### src/rtl/pipeline_ctrl.sv
`default_nettype none
// pipeline_ctrl - per-stage write-enable / bubble controller for IF/ID..MEM/WB and the PC.
// Define PIPECTRL_TIMEOUT_EN to build the memory-wait watchdog and the HALT state.
module pipeline_ctrl #(
  parameter int TIMEOUT_W = 8
) (
  input  logic       clk,
  input  logic       reset,
  input  logic       load_use,
  input  logic       branch_taken,
  input  logic       imem_req,
  input  logic       imem_ready,
  input  logic       dmem_req,
  input  logic       dmem_ready,
  output logic [3:0] we,
  output logic [3:0] clear,
  output logic       pc_we,
  output logic       stalled,
  output logic [1:0] state,
  output logic       timeout
);

  typedef enum logic [1:0] {
    RUN    = 2'd0,
    WAIT_I = 2'd1,
    WAIT_D = 2'd2,
    HALT   = 2'd3
  } state_t;

  state_t     cur_state, eval_next, base_next, next_state;
  logic [3:0] eval_we, eval_clear, base_we, base_clear;
  logic       eval_pc_we, base_pc_we;
  logic       data_miss, fetch_miss, waiting;

  if (TIMEOUT_W < 1) begin : g_bad_timeout_w
    $error("pipeline_ctrl: TIMEOUT_W must be at least 1");
  end

  assign data_miss  = dmem_req & ~dmem_ready;
  assign fetch_miss = imem_req & ~imem_ready;
  assign waiting    = (cur_state == WAIT_I) || (cur_state == WAIT_D);

  // RUN priority list. WAIT_I evaluates the same list, and on the WAIT_D ready
  // cycle data_miss is already low, so the data rule is masked for free.
  always_comb begin
    eval_we    = 4'b1111;
    eval_clear = 4'b0000;
    eval_pc_we = 1'b1;
    eval_next  = RUN;
    if (data_miss) begin
      eval_we    = 4'b1000;
      eval_clear = 4'b1000;
      eval_pc_we = 1'b0;
      eval_next  = WAIT_D;
    end else if (branch_taken) begin
      eval_clear = 4'b0011;
    end else if (fetch_miss) begin
      eval_clear = 4'b0001;
      eval_pc_we = 1'b0;
      eval_next  = WAIT_I;
    end else if (load_use) begin
      eval_we    = 4'b1110;
      eval_clear = 4'b0010;
      eval_pc_we = 1'b0;
    end
  end

  always_comb begin
    base_we    = eval_we;
    base_clear = eval_clear;
    base_pc_we = eval_pc_we;
    base_next  = eval_next;
    case (cur_state)
      WAIT_D: begin
        if (!dmem_ready) begin
          base_we    = 4'b1000;
          base_clear = 4'b1000;
          base_pc_we = 1'b0;
          base_next  = WAIT_D;
        end
      end
      HALT: begin
        base_we    = 4'b0000;
        base_clear = 4'b0000;
        base_pc_we = 1'b0;
        base_next  = HALT;
      end
      default: ;
    endcase
  end

`ifdef PIPECTRL_TIMEOUT_EN
  localparam logic [TIMEOUT_W-1:0] CNT_ONE = TIMEOUT_W'(1);
  localparam logic [TIMEOUT_W-1:0] CNT_MAX = {TIMEOUT_W{1'b1}};

  logic [TIMEOUT_W-1:0] wait_cnt;
  logic                 timeout_q;
  logic                 expire;

  // wait_cnt holds completed wait cycles, so the limit trips on the (2^W-1)th one
  assign expire     = waiting && (base_next != RUN) && (wait_cnt == CNT_MAX - CNT_ONE);
  assign next_state = expire ? HALT : base_next;
  assign timeout    = timeout_q;

  always_ff @(posedge clk or negedge reset) begin
    if (!reset) begin
      wait_cnt  <= '0;
      timeout_q <= 1'b0;
    end else begin
      if (next_state == RUN)
        wait_cnt <= '0;
      else if (waiting && (wait_cnt != CNT_MAX))
        wait_cnt <= wait_cnt + CNT_ONE;
      if (expire)
        timeout_q <= 1'b1;
    end
  end
`else
  assign next_state = base_next;
  assign timeout    = 1'b0;
`endif

  always_ff @(posedge clk or negedge reset) begin
    if (!reset)
      cur_state <= RUN;
    else
      cur_state <= next_state;
  end

  always_comb begin
    if (!reset) begin
      we    = 4'b0000;
      clear = 4'b1111;
      pc_we = 1'b0;
    end else begin
      we    = base_we;
      clear = base_clear;
      pc_we = base_pc_we;
    end
  end

  assign stalled = reset & ~pc_we;
  assign state   = cur_state;

endmodule
`default_nettype wire
### config.mk
export PLATFORM = sky130hd
export DESIGN_NAME = pipeline_ctrl
export DESIGN_NICKNAME = d
export VERILOG_FILES = /design/src/rtl/pipeline_ctrl.sv
export SDC_FILE = /design/constraint.sdc
export NUM_CORES = 1
export LEC_CHECK = 0
export CORE_AREA = 2 2 39 41
export DETAILED_ROUTE_END_ITERATION = 16
export DIE_AREA = 0 0 41 43
export PLACE_DENSITY = 0.58
export REMOVE_ABC_BUFFERS = 1
export SYNTH_ARGS = -nofsm -noshare
export SYNTH_HDL_FRONTEND = slang
export SYNTH_SLANG_ARGS = --single-unit
### constraint.sdc
create_clock -name clk -period 1.3 [get_ports clk]
set_input_delay 0.26 -clock clk [delete_from_list [all_inputs] [get_ports clk]]
set_output_delay 0.26 -clock clk [all_outputs]
set_load 0.01 [all_outputs]
==> out/results.ini <==
[yosys]
synth_seq_area_share_pct = 23.39
synth_cell_type_count = 17
syn_avg_cell_area_um2 = 7.924
ys_ff_latch = 2
syn_area_um2 = 214.0
yosysWarnings = 0
syn-instance-count = 27

[clock_network]
numCtsBuffers = 3
cts_root_buf = clkbuf_4
cts_sinks = 2
worstSkewPairLatency_ps = 220
clock_path_buffers = 2
h-tree-depth = 1
cts_tree = done
clkTransAtPathRegs_ps = 30

[place]
place_inst = 66
place.gp.congestion = 0.6135
numPortBuffers = 19
place_area_um2 = 454.2
place_hpwl_um = 532.1

[global_routing]
grt_pass1_wl_um = 1028
grt-ovfl-total = 0
grt_max_degree = 7
antenna_found_initial = 0
grt_util_all_layers_pct = 9.337
grt_pass1_vias = 286

[critical_path]
worstPathMaxFanout = 5
cp_num_buf_inv = 1
cp_slowest_cell = dfrtp_2
worstPathCellList = o21ba_4 > nor3_4 > o21a_1 > buf_2
critical_path.top_delay_family = flip-flops
arrival_ps = 1350
end_kind = output port
critical-path-max-stage-delay_ps = 420
crit_type = reg2out
cp-start-kind = flip-flop
cp.required_ps = 1040

[die]
coreArea_um2 = 1384
io_pins = 21
fp.dieW_um = 41
rows = 14
initial_utilization_pct = 15.46
die_y_um = 43
die-area_um2 = 1763

[detailed_routing]
drt_first_pass_iters = 3
antenna_left = 0
vias = 289
viasPerCell = 4.070
wl_um = 655
drt_iter0_markers = 1
routedWlPerCell_um = 9.225
drc_errors = 0

[job]
cap_violations = 0

[sta]
whs_ps = 479.1
layout_min_cycle_time_ps = 1608
rsz0062_at_grt = yes
fmax_mhz = 621.9
finClkSkew_ps = 1.199
finalHoldViolCount = 0
fin_ws_ps = -308.0
setup_viol = 8
drv_slew = 0
fin_crit_sh_pct = 123.7

[layout]
diodes = 0
drive_above_1_share_pct = 54.55
n_fill_cell = 160
final_cells = 71
seqCellArea_um2 = 51.30
finish.net_count = 65
area_delta_synth_final_pct = 124.0
largest_reg_flops = 2
multi_input_area_um2 = 165.2
stdcell_area_um2 = 479.2
final_util_pct = 34.63

[pwr]
peakVddDrop_v = 0.0002420
p_leak_nw = 0.2376
pwr_density_cell_nw_per_um2 = 586.8
power_mw = 0.2812

[status]
status = complete, but fails checks
violations = negative setup slack

[min_path]
hold_path.class = in2reg

through the flow:
stage,setup TNS [ps],setup slack [ps]
2_1_floorplan,-187.6,-93.81
3_3_place_gp,-7333,-847.9
3_5_place_dp,-7274,-842.5
4_1_cts,-2068,-329.7
5_1_grt,-2367,-373.8
6_report,-1802,-308.0
cell families (layout without fill, tap and decap cells):
group                  Yosys count  after routing  share of synthesized area (%)
AOI/OAI and AO/OA               10             10                          36.26
other                            1              1                          1.753
buffers and inverters            3             31                          8.768
and+or+nand+nor                 11             11                          29.83
DFF                              2              2                          23.39
power breakdown:
group | leakage, nW | internal (mW) | switching, mW
Sequential | 0.0172 | 0.0627 | 0
Combinational | 0.207 | 0.0447 | 0.0360
Clock | 0.0138 | 0.102 | 0.0359
Total | 0.238 | 0.209 | 0.0719
worst paths after layout:
kind / startpoint / to / slack [ps] / cells past startpoint
setup / recovery: state[1]$_DFF_PN0_ / pc_we / -310 / 4
hold / removal: dmem_ready / state[1]$_DFF_PN0_ / 480 / 3
setup reg to reg: state[1]$_DFF_PN0_ / state[0]$_DFF_PN0_ / 320 / 2
hold reg to reg: state[1]$_DFF_PN0_ / state[1]$_DFF_PN0_ / 590 / 2
max in group asynchronous: reset / state[1]$_DFF_PN0_ / 620 / 2
min in group asynchronous: reset / state[1]$_DFF_PN0_ / 540 / 2
layout by cell type, fill, tap and decap left out, drive strengths merged:
cell type	netlist	layout
buf	2	16
dlygate4sd2	0	6
nor2	4	4
nand2	3	3
clkbuf	0	3
o21ai	3	3
o31ai	2	2
o21a	2	2
clkdlybuf4s50	0	2
dfrtp	2	2
o21ba	1	1
nand2b	1	1
o21bai	1	1
inv	1	1
and2	1	1
nor3	1	1
a21boi	1	1
nor2b	1	1
conb	1	1
dlygate4sd3	0	1
dlymetal6s2s	0	1
clkdlybuf4s15	0	1
Yosys cell counts:
| master | number | area, µm² |
|---|---|---|
| a21boi_2 | 1 | 11.26 |
| and2_4 | 1 | 8.760 |
| buf_4 | 2 | 15.01 |
| conb_1 | 1 | 3.750 |
| dfrtp_1 | 2 | 50.05 |
| inv_2 | 1 | 3.750 |
| nand2_1 | 3 | 11.26 |
| nand2b_1 | 1 | 6.260 |
| nor2_1 | 4 | 15.01 |
| nor2b_1 | 1 | 6.260 |
| nor3_4 | 1 | 16.27 |
| o21a_1 | 2 | 15.01 |
| o21ai_0 | 2 | 10.01 |
| o21ai_2 | 1 | 8.760 |
| o21ba_2 | 1 | 10.01 |
| o21bai_1 | 1 | 7.510 |
| o31ai_1 | 2 | 15.01 |
worst min-delay path: cells and delay by family:
kind                   cells  cell delay (ps)
AOI/OAI and AO/OA          1              120
and+or+nand+nor            1               70
buffers and inverters      1              210
repair_timing:
action,4_1_cts,5_1_grt
hold endpoints to repair,2,0
resized for setup,52,4
gates cloned,0,0
pin swaps,6,6
setup buffers,1,0
hold buffers,1,0
setup endpoints to repair,12,9
final cells by class:
class,instances,area share [%]
Tap cell,16,4.178
Clock buffer,3,4.700
Inverter,1,0.7833
Sequential cell,2,10.70
Multi-Input combinational cell,22,34.46
Timing Repair Buffer,27,45.17
layer usage:
metal  wire length, µm  vias to the layer above  share of wire (%)  GRT usage [%]
li1                  -                      146                  -              -
met1               258                      125                 39          9.325
met2               306                       16                 47          13.13
met3                69                        2                 11          2.094
met4                20                        0                3.1          12.00
met5                 0                        -                  0              0
No activity file was read; power rests on OpenSTA's default activity.
